File: src/rtl/usb_pid_pkg.sv
// rtl/usb_pid_pkg.sv - USB PID byte constants, responder state encoding and PID check helper
package usb_pid_pkg;

    localparam logic [7:0] PID_OUT   = 8'hE1;
    localparam logic [7:0] PID_IN    = 8'h69;
    localparam logic [7:0] PID_SETUP = 8'h2D;
    localparam logic [7:0] PID_DATA0 = 8'hC3;
    localparam logic [7:0] PID_DATA1 = 8'h4B;
    localparam logic [7:0] PID_ACK   = 8'hD2;
    localparam logic [7:0] PID_NAK   = 8'h5A;
    localparam logic [7:0] PID_STALL = 8'h1E;

    typedef enum logic [2:0] {
        ST_IDLE,
        ST_DECODE,
        ST_WAIT_DATA,
        ST_SEND,
        ST_TX_WAIT,
        ST_WAIT_ACK
    } state_t;

    typedef enum logic [1:0] {
        TOK_NONE,
        TOK_OUT,
        TOK_SETUP
    } token_t;

    // Upper nibble must be the bitwise complement of the lower nibble.
    function automatic logic pid_valid(input logic [7:0] pid);
        return pid[7:4] == ~pid[3:0];
    endfunction

endpackage

File: src/rtl/pid_timeout_timer.sv
// rtl/pid_timeout_timer.sv - clear-and-count timer that saturates and flags expiry at TIMEOUT
module pid_timeout_timer #(
    parameter int TIMEOUT = 16
) (
    input  logic clk,
    input  logic rst,
    input  logic clear,
    output logic expired
);

    localparam int W = $clog2(TIMEOUT + 1);
    localparam logic [W-1:0] LIMIT = W'(TIMEOUT);

    logic [W-1:0] count;

    always_ff @(posedge clk) begin
        if (rst || clear) begin
            count <= '0;
        end else if (count != LIMIT) begin
            count <= count + 1'b1;
        end
    end

    assign expired = (count == LIMIT);

endmodule

File: src/rtl/pid_responder.sv
// rtl/pid_responder.sv - pops received PIDs and drives the transmitter with handshakes or IN data
module pid_responder
    import usb_pid_pkg::*;
#(
    parameter int TIMEOUT = 16
) (
    input  logic       clk,
    input  logic       rst,
    input  logic       fifo_empty,
    input  logic [7:0] fifo_r_data,
    output logic       fifo_r_enable,
    input  logic       tx_busy,
    output logic       tx_start,
    output logic [7:0] tx_pid,
    input  logic       rx_buf_full,
    input  logic       enc_ready,
    output logic       enc_consume,
    output logic       pid_err,
    output logic       out_toggle,
    output logic       in_toggle
);

    state_t     state, state_next;
    token_t     token, token_next;
    logic [7:0] pid_reg;
    logic [7:0] tx_pid_next;
    logic       out_toggle_next, in_toggle_next;
    logic       sent_data, sent_data_next;
    logic       skip_done, skip_done_next;
    logic       pid_err_next, enc_consume_next;
    logic       fifo_pop, tx_start_req;
    logic       timer_clear, expired;
    logic       data_bit;

    assign data_bit    = (pid_reg == PID_DATA1);
    assign timer_clear = !(state == ST_WAIT_DATA || state == ST_WAIT_ACK);

    pid_timeout_timer #(
        .TIMEOUT(TIMEOUT)
    ) u_timer (
        .clk    (clk),
        .rst    (rst),
        .clear  (timer_clear),
        .expired(expired)
    );

    always_comb begin
        state_next       = state;
        token_next       = token;
        tx_pid_next      = tx_pid;
        out_toggle_next  = out_toggle;
        in_toggle_next   = in_toggle;
        sent_data_next   = sent_data;
        skip_done_next   = skip_done;
        pid_err_next     = 1'b0;
        enc_consume_next = 1'b0;
        fifo_pop         = 1'b0;
        tx_start_req     = 1'b0;

        case (state)
            ST_IDLE: begin
                if (!fifo_empty) begin
                    fifo_pop   = 1'b1;
                    state_next = ST_DECODE;
                end
            end

            ST_DECODE: begin
                if (!pid_valid(pid_reg)) begin
                    pid_err_next = 1'b1;
                    token_next   = TOK_NONE;
                    state_next   = ST_IDLE;
                end else begin
                    case (pid_reg)
                        PID_OUT: begin
                            token_next = TOK_OUT;
                            state_next = ST_WAIT_DATA;
                        end
                        PID_SETUP: begin
                            token_next      = TOK_SETUP;
                            out_toggle_next = 1'b0;
                            state_next      = ST_WAIT_DATA;
                        end
                        PID_IN: begin
                            token_next     = TOK_NONE;
                            sent_data_next = enc_ready;
                            if (enc_ready) begin
                                tx_pid_next = in_toggle ? PID_DATA1 : PID_DATA0;
                            end else begin
                                tx_pid_next = PID_NAK;
                            end
                            state_next = ST_SEND;
                        end
                        PID_DATA0, PID_DATA1: begin
                            if (token != TOK_NONE) begin
                                token_next     = TOK_NONE;
                                sent_data_next = 1'b0;
                                state_next     = ST_SEND;
                                if (rx_buf_full) begin
                                    tx_pid_next = PID_NAK;
                                end else begin
                                    // A repeated toggle is a retransmission: ACK it but keep the toggle.
                                    tx_pid_next = PID_ACK;
                                    if (data_bit == out_toggle) begin
                                        out_toggle_next = ~out_toggle;
                                    end
                                end
                            end else begin
                                pid_err_next = 1'b1;
                                state_next   = ST_IDLE;
                            end
                        end
                        default: begin
                            pid_err_next = 1'b1;
                            token_next   = TOK_NONE;
                            state_next   = ST_IDLE;
                        end
                    endcase
                end
            end

            ST_WAIT_DATA: begin
                if (!fifo_empty) begin
                    fifo_pop   = 1'b1;
                    state_next = ST_DECODE;
                end else if (expired) begin
                    token_next = TOK_NONE;
                    state_next = ST_IDLE;
                end
            end

            ST_SEND: begin
                skip_done_next = 1'b0;
                if (!tx_busy) begin
                    tx_start_req = 1'b1;
                    state_next   = ST_TX_WAIT;
                end
            end

            ST_TX_WAIT: begin
                // The transmitter raises busy one cycle after the start request.
                if (!skip_done) begin
                    skip_done_next = 1'b1;
                end else if (!tx_busy) begin
                    state_next = sent_data ? ST_WAIT_ACK : ST_IDLE;
                end
            end

            ST_WAIT_ACK: begin
                if (!fifo_empty) begin
                    if (fifo_r_data == PID_ACK) begin
                        fifo_pop         = 1'b1;
                        in_toggle_next   = ~in_toggle;
                        enc_consume_next = 1'b1;
                    end
                    state_next = ST_IDLE;
                end else if (expired) begin
                    state_next = ST_IDLE;
                end
            end

            default: begin
                state_next = ST_IDLE;
            end
        endcase
    end

    assign fifo_r_enable = fifo_pop & ~rst;
    assign tx_start      = tx_start_req & ~rst;

    always_ff @(posedge clk) begin
        if (rst) begin
            state       <= ST_IDLE;
            token       <= TOK_NONE;
            pid_reg     <= '0;
            tx_pid      <= '0;
            out_toggle  <= 1'b0;
            in_toggle   <= 1'b0;
            sent_data   <= 1'b0;
            skip_done   <= 1'b0;
            pid_err     <= 1'b0;
            enc_consume <= 1'b0;
        end else begin
            state       <= state_next;
            token       <= token_next;
            tx_pid      <= tx_pid_next;
            out_toggle  <= out_toggle_next;
            in_toggle   <= in_toggle_next;
            sent_data   <= sent_data_next;
            skip_done   <= skip_done_next;
            pid_err     <= pid_err_next;
            enc_consume <= enc_consume_next;
            if (fifo_pop) begin
                pid_reg <= fifo_r_data;
            end
        end
    end

endmodule

File: config.mk
export PLATFORM = sky130hd
export DESIGN_NAME = pid_responder
export DESIGN_NICKNAME = d
export VERILOG_FILES = /design/src/rtl/usb_pid_pkg.sv /design/src/rtl/pid_timeout_timer.sv /design/src/rtl/pid_responder.sv
export SDC_FILE = /design/constraint.sdc
export NUM_CORES = 1
export LEC_CHECK = 0
export ABC_AREA = 1
export BUFFER_PORTS_ARGS = -buffer_cell sky130_fd_sc_hd__buf_2
export CORE_MARGIN = 4
export CORE_UTILIZATION = 58
export CTS_BUF_LIST = sky130_fd_sc_hd__clkbuf_4
export CTS_CLUSTER_DIAMETER = 50
export DETAILED_ROUTE_END_ITERATION = 8
export GPL_TIMING_DRIVEN = 1
export PLACE_DENSITY = 0.82
export SETUP_SLACK_MARGIN = 0.2
export SLEW_MARGIN = 20
export SYNTH_ARGS = -nofsm -noshare
export SYNTH_HDL_FRONTEND = slang
export SYNTH_HIERARCHICAL = 1
export SYNTH_SLANG_ARGS = --single-unit
File: constraint.sdc
create_clock -name clk -period 1.74 [get_ports clk]
set_clock_uncertainty 0.05 [all_clocks]
set_input_delay 0.348 -clock clk [delete_from_list [all_inputs] [get_ports clk]]
set_output_delay 0.348 -clock clk [all_outputs]
set_load 0.01 [all_outputs]
==> impl_metrics.csv, run 1 <==
group,metric,value,unit
global_routing,grt-ovfl-total,0,
cts,holdBufCountCts,0,
timing,setup_slack,-13.3,ps
cts,clk_latency,340,ps
cts,cts_buffers,3,
timing,fin_hold_ws,187,ps
routing,drtPass1Iterations,4,
critical_path,critPathCaptureType,"primary output",
placed_design,place.gp.congestion,0.857,
cts,ctsLongestPathBuffers,2,
logic_synthesis,syn_area_per_cell,7.02,µm²
timing,hold_viol,0,
timing,fin_crit_sh,101,%
critical_path,required,1340,ps
cts,cts_tree,"yes",
critical_path,worstSetupPathType,"flop to primary output",
timing,rsz0062_at_grt,"yes",
critical_path,slowest_delay,380,ps
routing,routedWlPerCell,11.8,µm
timing,slew_viol_final,0,
logic_synthesis,synth-seq-cells,28,
run_status,violations,"negative setup slack",
critical_path,path_cells,"inv_4, nor3_4, nand4_2, a21oi_2, buf_2",
logic_synthesis,netlist_top_cells_area,"dfxtp_1 (33%), nand2_1 (11%), nand3_1 (7.3%)",
cts,htreeDepth,1,
placed_design,pre_cts_ws,52.4,ps
floorplan,fp-row-count,19,
logic_synthesis,synth_flop_cell,"dfxtp_1",
floorplan,die_w,62.2,µm
logic_synthesis,async_reset_ff_share,0,%
timing,finalSetupViolCount,1,
min_path,hold_class,"input port to flop",
routing,antenna_left,0,
floorplan,die_y,62.2,µm
finish,nNetsFinal,295,
routing,remaining_drc_errors,0,
flow_run,maxCapViolCount,0,
critical_path,path_max_fanout,5,
power,peakVddDrop,590,µV
routing,first_iter_violations,69,
cts,cts-root-buf,"clkbuf_4",
floorplan,die-area,3870,µm²
placed_design,io_buffers,25,
logic_synthesis,synth_edf_count,0,
global_routing,grt_pass1_vias,1432,
floorplan,coreArea,2780,µm²
logic_synthesis,yosysSeqAreaShare,32.9,%
finish,fill_cells,211,
logic_synthesis,yosysWarnings,6,
power,p_leak,0.969,nW
logic_synthesis,synth_top_area_share,32.9,%
finish,diodes,0,
floorplan,ios,28,
timing,max_freq,570,MHz
logic_synthesis,synth_top_area_cell,"dfxtp_1",
global_routing,grt_pass1_wl,6030,µm
global_routing,grtUsageTotal,18.4,%
logic_synthesis,synth_cell_types,33,
finish,largest_reg_flops,8,
finish,area_growth,20.2,%
finish,drive_gt1_share,34.9,%
critical_path,timing.rr.start,"state[2]",
floorplan,initial_core_util,61.3,%
critical_path,startpoint,"state[2]",
logic_synthesis,netlist_instances,243,
placed_design,dp_hpwl,2730,µm
critical_path,critical-path-slowest-cell,"dfxtp_2",
routing,wirelength,3650,µm
timing,final.min_clock_period,1750,ps
critical_path,worstPathArrival,1360,ps
global_routing,antenna_found_initial,0,
cts,clock_sinks,28,
global_routing,grt_max_degree,17,
routing,vias,1594,
min_path,worstHoldStart,"fifo_r_data[6]",
critical_path,start_kind,"flop",
routing,viasPerCell,5.16,
run_status,status,"finished with violations",
logic_synthesis,netlist_area,1710,µm²
power,power.density,639,nW/µm²
cts,path_clk_slew,150,ps
repair_timing:
item	in CTS	in global routing
buffers inserted	5	4
pin swaps	1	1
setup endpoints to repair	5	16
gates resized for setup	12	15
placed cells by master (no fill, tap or decap), types with 2 or more instances in the layout:
master,synthesis,final
dfxtp_1,28,21
inv_2,6,10
a21oi_1,22,21
nor3_1,3,3
inv_1,32,26
nand2_4,3,3
conb_1,1,2
clkbuf_4,0,3
nand2_1,51,49
a21oi_2,4,5
buf_6,1,2
nor2_8,2,2
nand4_1,5,5
nor2_4,5,6
dfxtp_2,0,6
nand3_1,25,24
nor2_1,23,23
inv_4,0,2
nor2_2,4,3
buf_2,0,25
nand3_2,1,2
buf_4,4,10
nand2_2,6,7
through the flow:
| step | instances | cell area, µm² | util, % | setup TNS (ps) | total power, mW |
|---|---|---|---|---|---|
| global route | 309 | 2050 | 73.7 | -94.5 | 1.37 |
| finish | 309 | 2050 | 73.7 | -13.3 | 1.31 |
| global placement | 296 | 1850 | 66.6 | 0 | 0.873 |
| detailed placement | 296 | 1850 | 66.6 | 0 | 0.877 |
| floorplan | 244 | 1710 | - | 0 | 0.830 |
| CTS | 305 | 1960 | 70.4 | -44.9 | 1.31 |
synthesized netlist by cell type, types with 2 or more instances:
cell type,count
inv_1,32
a21oi_2,4
o21ai_2,2
nor3_2,2
a21oi_1,22
buf_4,4
inv_2,6
ha_1,2
nor2_4,5
nand2_2,6
nand2_1,51
nand4_1,5
nand2_4,3
dfxtp_1,28
nand3_1,25
nor2_8,2
nor2_2,4
nor3_1,3
nor2_1,23
logic make-up after synthesis:
group           after synthesis  synth area share (%)
simple gates                132                  41.2
buf+inv                      46                  11.4
compound gates               33                  12.3
flops                        28                  32.9
fa+ha+maj                     2                  1.47
xor+xnor                      1                 0.514
other cells                   1                 0.220
where the power goes:
group / internal (mW) / total, mW / leakage [nW] / switching (mW)
Combinational: 0.0706 / 0.192 / 0.710 / 0.121
Sequential: 0.662 / 0.683 / 0.231 / 0.0217
Clock: 0.233 / 0.435 / 0.0279 / 0.202
Total: 0.966 / 1.31 / 0.969 / 0.345
area by class of cell:
| type | count | area (µm²) | share of cell area [%] |
|---|---|---|---|
| sequential | 28 | 572 | 27.9 |
| multi-input combinational | 170 | 1010 | 49.4 |
| timing repair buffer | 37 | 223 | 10.9 |
| clock inverter | 1 | 30.0 | 1.47 |
| clock buffer | 3 | 22.5 | 1.10 |
| inverter | 39 | 151 | 7.39 |
| tap | 31 | 38.8 | 1.89 |
layer usage:
metal	GRT usage (%)	share of wire (%)	wire length, µm	vias up
li1	-	-	-	843
met1	24.8	45	1650	696
met2	30.1	48	1750	50
met3	2.88	5.3	195	5
met4	5.69	1.2	45	0
met5	0	0	0	-
worst paths after layout:
check	to	slack, ps	depth (start not counted)
setup / recovery	fifo_r_enable	-10	5
hold / removal	pid_reg[6]	190	3
setup reg to reg	pid_reg[2]	190	9
hold reg to reg	out_toggle	420	2
critical path, delay by kind of cell (launching register included):
family / cells / cell delay, ps
compound gates: 1 / 130
simple gates: 2 / 300
buf+inv: 2 / 190
flops: 1 / 380
Note: power is estimated with default switching activity, not from simulation.
==> inputs of run 2 (changes only) <==
--- a/config.mk
+++ b/config.mk
@@ -8,7 +8,7 @@
 export ABC_AREA = 1
 export BUFFER_PORTS_ARGS = -buffer_cell sky130_fd_sc_hd__buf_2
 export CORE_MARGIN = 4
-export CORE_UTILIZATION = 58
+export CORE_UTILIZATION = 57
 export CTS_BUF_LIST = sky130_fd_sc_hd__clkbuf_4
 export CTS_CLUSTER_DIAMETER = 50
 export DETAILED_ROUTE_END_ITERATION = 8
@@ -18,5 +18,4 @@
 export SLEW_MARGIN = 20
 export SYNTH_ARGS = -nofsm -noshare
 export SYNTH_HDL_FRONTEND = slang
-export SYNTH_HIERARCHICAL = 1
 export SYNTH_SLANG_ARGS = --single-unit
==> run 2 against run 1 <==
The flow now finishes without violations. Synthesized cell count is 4.1% lower. Sequential share of layout area grew 3.8 points. Area after synthesis fell by 11%. Total power down 14%. Non-clock buffer count down 3. Highest routed layer unchanged.
==> impl_metrics.csv, run 2 <==
group,metric,value,unit
critical_path,r2r-end,"state[2]",
logic_synthesis,async_reset_ff_share,0,%
logic_synthesis,yosysMostFrequentCell,"nand2_1",
finish,fin_util,72.7,%
routing,viasPerCell,5.20,
global_routing,antenna_found_initial,0,
logic_synthesis,synth_cell_types,23,
global_routing,grt_pass1_wl,5430,µm
floorplan,die_y,59.5,µm
cts,cts_buffers,3,
timing,hold_viol,0,
cts,holdBufCountCts,0,
global_routing,grt_max_degree,16,
logic_synthesis,synth-seq-cells,28,
critical_path,critical-path-slowest-cell,"dfxtp_4",
timing,rsz0062_at_grt,"yes",
run_status,status,"finished, final reports clean",
cts,path_clk_slew,150,ps
finish,final_cell_mix,"nand2_1 (46), nor2_1 (35), inv_1 (27)",
min_path,whs_endpoint,"pid_reg[7]",
cts,cts-root-buf,"clkbuf_4",
logic_synthesis,netlist_instances,233,
global_routing,grtUsageTotal,20.0,%
finish,largest_reg_flops,8,
timing,final.min_clock_period,1730,ps
floorplan,fp-row-count,18,
placed_design,dp_hpwl,2530,µm
timing,finalSetupViolCount,0,
critical_path,timing.rr.start,"state[1]",
logic_synthesis,yosys-top-cells-count,"nand2_1 (50), nor2_1 (38), dfxtp_1 (28), inv_1 (28), nand3_1 (22)",
finish,mostFrequentLayoutCell,"nand2_1",
critical_path,worstSetupPathType,"flop to primary output",
logic_synthesis,yosysWarnings,0,
finish,final_cells,294,
floorplan,die-area,3540,µm²
routing,drtPass1Iterations,4,
min_path,hold_class,"input port to flop",
cts,clk_latency,330,ps
timing,fin_crit_sh,99.4,%
power,power.density,622,nW/µm²
routing,remaining_drc_errors,0,
placed_design,place.gp.congestion,0.905,
routing,wirelength,3610,µm
critical_path,r2r_slack,200,ps
critical_path,slowest_delay,380,ps
floorplan,coreArea,2500,µm²
logic_synthesis,yosysSeqAreaShare,37.1,%
logic_synthesis,netlist_top_cells_area,"dfxtp_1 (37%), nand2_1 (12%), nor2_1 (9.4%)",
logic_synthesis,synth_flop_cell,"dfxtp_1",
cts,clock_sinks,28,
min_path,worstHoldStart,"fifo_r_data[7]",
logic_synthesis,syn_area_per_cell,6.48,µm²
floorplan,die_w,59.5,µm
timing,slew_viol_final,0,
routing,antenna_left,0,
flow_run,maxCapViolCount,0,
finish,multi_input_area,847,µm²
logic_synthesis,synth_edf_count,0,
finish,nNetsFinal,281,
critical_path,start_kind,"flop",
floorplan,ios,28,
global_routing,grt-ovfl-total,0,
min_path,min_delay_path_depth,3,
finish,drive_gt1_share,26.5,%
finish,diodes,0,
critical_path,critPathCaptureType,"primary output",
logic_synthesis,synth_top_area_cell,"dfxtp_1",
routing,routedWlPerCell,12.3,µm
cts,ctsLongestPathBuffers,2,
placed_design,io_buffers,25,
cts,htreeDepth,1,
logic_synthesis,netlist_area,1510,µm²
critical_path,path_max_fanout,3,
routing,first_iter_violations,94,
critical_path,path_cells,"inv_4, nand3_4, nor3_2, nand2_1, a21oi_2, buf_2",
finish,seqCellArea,577,µm²
power,p_leak,0.856,nW
logic_synthesis,synth_top_area_share,37.1,%
timing,max_freq,578,MHz
finish,area_growth,20.4,%
power,peakVddDrop,493,µV
critical_path,worstPathArrival,1330,ps
critical_path,reg2reg_depth,8,
placed_design,dp_cells,285,
finish,fill_cells,219,
cts,cts_tree,"yes",
critical_path,required,1340,ps
global_routing,grt_pass1_vias,1330,
floorplan,initial_core_util,60.4,%
routing,vias,1528,
==> run 2: logic make-up (layout without fill, tap and decap cells) <==
logic type | count (synthesis) | count (layout) | synth area share, %
AO/OA/AOI/OAI | 29 | 29 | 9.78
AND/OR/NAND/NOR | 127 | 127 | 37.4
adder cells (fa/ha/maj) | 2 | 2 | 1.66
buffers and inverters | 43 | 73 | 12.0
XOR/XNOR | 3 | 3 | 1.74
other | 1 | 2 | 0.248
flip-flops | 28 | 28 | 37.1
==> run 2: worst max path at each step <==
stage | cells after the start | startpoint | slack (ps) | to
after floorplan | 5 | fifo_r_data[2] | 330 | fifo_r_enable
after global placement | 7 | fifo_empty | 220 | fifo_r_enable
after detailed placement | 7 | fifo_empty | 200 | fifo_r_enable
after CTS | 6 | state[1] | 50 | fifo_r_enable
after global routing | 5 | state[0] | -100 | fifo_r_enable
final | 6 | state[1] | 10 | fifo_r_enable
==> run 2: critical path, delay by kind of cell (launching register included) <==
family	cells	cell delay (ps)
compound gates	1	140
buf+inv	2	210
flops	1	380
simple gates	3	280
==> run 2: metrics by stage <==
step | hold slack, ps | TNS [ps] | setup WS (ps) | total power [mW] | cell area, µm²
2_1_floorplan | 382 | 0 | 325 | 0.803 | 1510
3_3_place_gp | 397 | 0 | 216 | 0.845 | 1660
3_5_place_dp | 407 | 0 | 198 | 0.848 | 1660
4_1_cts | 204 | 0 | 45.6 | 1.12 | 1740
5_1_grt | 200 | -109 | -101 | 1.18 | 1820
6_report | 204 | 0 | 9.60 | 1.13 | 1820
==> run 2: what timing repair did <==
action | in CTS | in global routing
endpoints found under the setup margin | 2 | 19
setup buffers | 4 | 1
gates cloned | 0 | 0
gates resized for setup | 10 | 21
pin swaps | 0 | 9
==> run 2: area by class of cell <==
type	instances	area share [%]
clock buffer	3	1.24
sequential	28	31.7
tap	30	2.06
inverter	35	7.36
multi-input combinational	163	46.6
timing repair buffer	34	10.8
clock inverter	1	0.206
==> run 2: power breakdown <==
| part | switching (mW) | total, mW | internal [mW] | leakage (nW) |
|---|---|---|---|---|
| registers | 0.0208 | 0.681 | 0.660 | 0.232 |
| clock network | 0.195 | 0.279 | 0.0844 | 0.0154 |
| logic | 0.109 | 0.172 | 0.0628 | 0.609 |
| total | 0.325 | 1.13 | 0.807 | 0.856 |
==> run 2: per-layer routing <==
metal  track usage, %  part of all wire [%]
met4             6.80                   1.1
met3             2.83                   7.8
met2             33.2                    48
met1             26.4                    43
met5                0                     0
==> inputs of run 3 (changes only) <==
--- a/config.mk
+++ b/config.mk
@@ -7,7 +7,6 @@
 export LEC_CHECK = 0
 export ABC_AREA = 1
 export BUFFER_PORTS_ARGS = -buffer_cell sky130_fd_sc_hd__buf_2
-export CORE_MARGIN = 4
 export CORE_UTILIZATION = 57
 export CTS_BUF_LIST = sky130_fd_sc_hd__clkbuf_4
 export CTS_CLUSTER_DIAMETER = 50
==> run 3 against run 2 <==
First-iteration DRC count decreased by 54%. Critical path depth decreased by 2. Flip-flop and latch count unchanged. Global-route usage increased by 6.2 points. Hold slack got worse by 3.1 ps. Utilization decreased by 1.2 points. Largest power group unchanged. Highest routed layer unchanged. Final cell count unchanged. Fmax increased by 0.23%. Design area decreased by 1.7%. Sequential share of layout area increased by 0.39 points.
==> impl_metrics.csv, run 3 (same netlist as run 2, synthesis figures left out) <==
group,metric,value,unit
routing,antenna_left,0,
flow_run,maxCapViolCount,0,
power,p_sw_share,28.2,%
placed_design,io_buffers,25,
critical_path,worstPathArrival,1330,ps
finish,mostFrequentLayoutCell,"nand2_1",
timing,finalSetupViolCount,0,
finish,largest_reg_flops,8,
cts,holdBufCountCts,0,
critical_path,path_cells,"inv_1, nand3_1, a21oi_1, buf_2",
timing,finalSetupTns,0,ps
timing,max_freq,579,MHz
power,intPower,0.804,mW
routing,wl_met2,1490,µm
power,p_leak,0.852,nW
power,p_clk_share,24.7,%
critical_path,start_kind,"flop",
min_path,hold_class,"input port to flop",
finish,drive_gt1_share,24.2,%
critical_path,timing.rr.start,"state[1]",
finish,nNetsFinal,281,
power,seqPwrFrac,60.6,%
placed_design,placed_cell_area,1660,µm²
global_routing,grt_pass1_vias,1339,
finish,area_growth,18.4,%
routing,remaining_drc_errors,0,
critical_path,path_max_fanout,4,
timing,rsz0062_at_grt,"yes",
min_path,min_delay_path_depth,3,
routing,drtPass1Iterations,4,
power,peakVddDrop,577,µV
power,comb_power_share,14.6,%
finish,diodes,0,
power,power.density,627,nW/µm²
critical_path,reg2reg_depth,7,
critical_path,r2r-end,"state[2]",
critical_path,required,1340,ps
critical_path,r2r_slack,260,ps
timing,fin_crit_sh,99.2,%
floorplan,fp-row-count,18,
cts,cts-root-buf,"clkbuf_4",
floorplan,die-area,2860,µm²
timing,slew_viol_final,0,
cts,htreeDepth,1,
cts,cts_tree,"yes",
routing,viasPerCell,5.16,
timing,setup_slack,13.5,ps
cts,path_clk_slew,150,ps
floorplan,initial_core_util,60.4,%
critical_path,slowest_delay,400,ps
placed_design,dp_hpwl,2420,µm
routing,topRoutingLayerUsed,"met4",
cts,ctsLongestPathBuffers,2,
placed_design,place.gp.congestion,0.904,
cts,cts_buffers,3,
critical_path,critPathCaptureType,"primary output",
cts,clk_latency,330,ps
finish,fill_cells,231,
routing,wl_met3,137,µm
critical_path,crit_buf_inv,2,
finish,multi_input_area,823,µm²
finish,fin_util,71.5,%
global_routing,grtUsageTotal,26.2,%
routing,wirelength,3250,µm
global_routing,grt-ovfl-total,0,
timing,final.min_clock_period,1730,ps
routing,vias,1517,
min_path,whs_endpoint,"pid_reg[3]",
finish,seqCellArea,574,µm²
critical_path,crit_cells,4,
cts,clock_sinks,28,
min_path,worstHoldStart,"fifo_r_data[3]",
global_routing,antenna_found_initial,0,
global_routing,grt_pass1_wl,5490,µm
critical_path,critical-path-slowest-cell,"dfxtp_4",
floorplan,coreArea,2500,µm²
power,p_sw,0.316,mW
routing,first_iter_violations,43,
global_routing,grt_max_degree,16,
critical_path,cp_top_family,"flip-flops",
floorplan,die_w,53.5,µm
floorplan,ios,28,
run_status,status,"finished, final reports clean",
timing,hold_viol,0,
placed_design,pre_cts_ws,187,ps
routing,routedWlPerCell,11.1,µm
critical_path,worstSetupPathType,"flop to primary output",
finish,final_cell_mix,"nand2_1 (47), nor2_1 (35), inv_1 (28)",
routing,met1_length,1570,µm
floorplan,die_y,53.5,µm
finish,finalInstanceArea,1790,µm²
run 3: cell counts in the layout (fill, tap and decap cells not counted):
Identical to the previous run, type by type.
run 3: how the worst max path moves through the flow:
| stage | start | endpoint | slack [ps] |
|---|---|---|---|
| detailed placement | fifo_empty | fifo_r_enable | 190 |
| CTS | state[1] | fifo_r_enable | 10 |
| finish | state[2] | fifo_r_enable | 10 |
| global placement | fifo_empty | fifo_r_enable | 210 |
| global route | state[2] | fifo_r_enable | -30 |
| floorplan | fifo_r_data[2] | fifo_r_enable | 330 |
run 3: layout make-up:
type	instances	area share [%]
clock inverters	1	0.210
repair buffers	34	10.8
multi-input cells	163	46.0
clock buffers	3	1.26
inverters	35	7.49
flip-flops and latches	28	32.1
well taps	30	2.10
run 3: timing repair:
action,4_1_cts,5_1_grt
setup endpoints to repair,2,17
gates resized for setup,8,14
pin swaps,0,1
setup buffers,2,3
run 3: power groups by stage:
stage / logic [mW] / registers, mW / clock network [mW]
after floorplan: 0.112 / 0.691 / 0
after global placement: 0.150 / 0.694 / 0
after detailed placement: 0.152 / 0.694 / 0
after CTS: 0.153 / 0.677 / 0.285
after global routing: 0.189 / 0.682 / 0.302
final: 0.164 / 0.679 / 0.277
run 3: through the flow:
step                instances  hold WS, ps  total power, mW
floorplan                 234          382            0.803
global placement          285          397            0.844
global route              294          201             1.17
detailed placement        285          404            0.846
finish                    294          201             1.12
CTS                       291          195             1.12
run 3: tightest hold or removal path: stages:
cell and delay, ps:
buf_2 100, inv_1 60, a21oi_1 50
run 3: routing by layer:
metal / track usage, % / vias up
met5: 0 / -
met2: 44.0 / 41
met1: 34.7 / 668
li1: - / 801
met4: 7.89 / 0
met3: 2.59 / 7
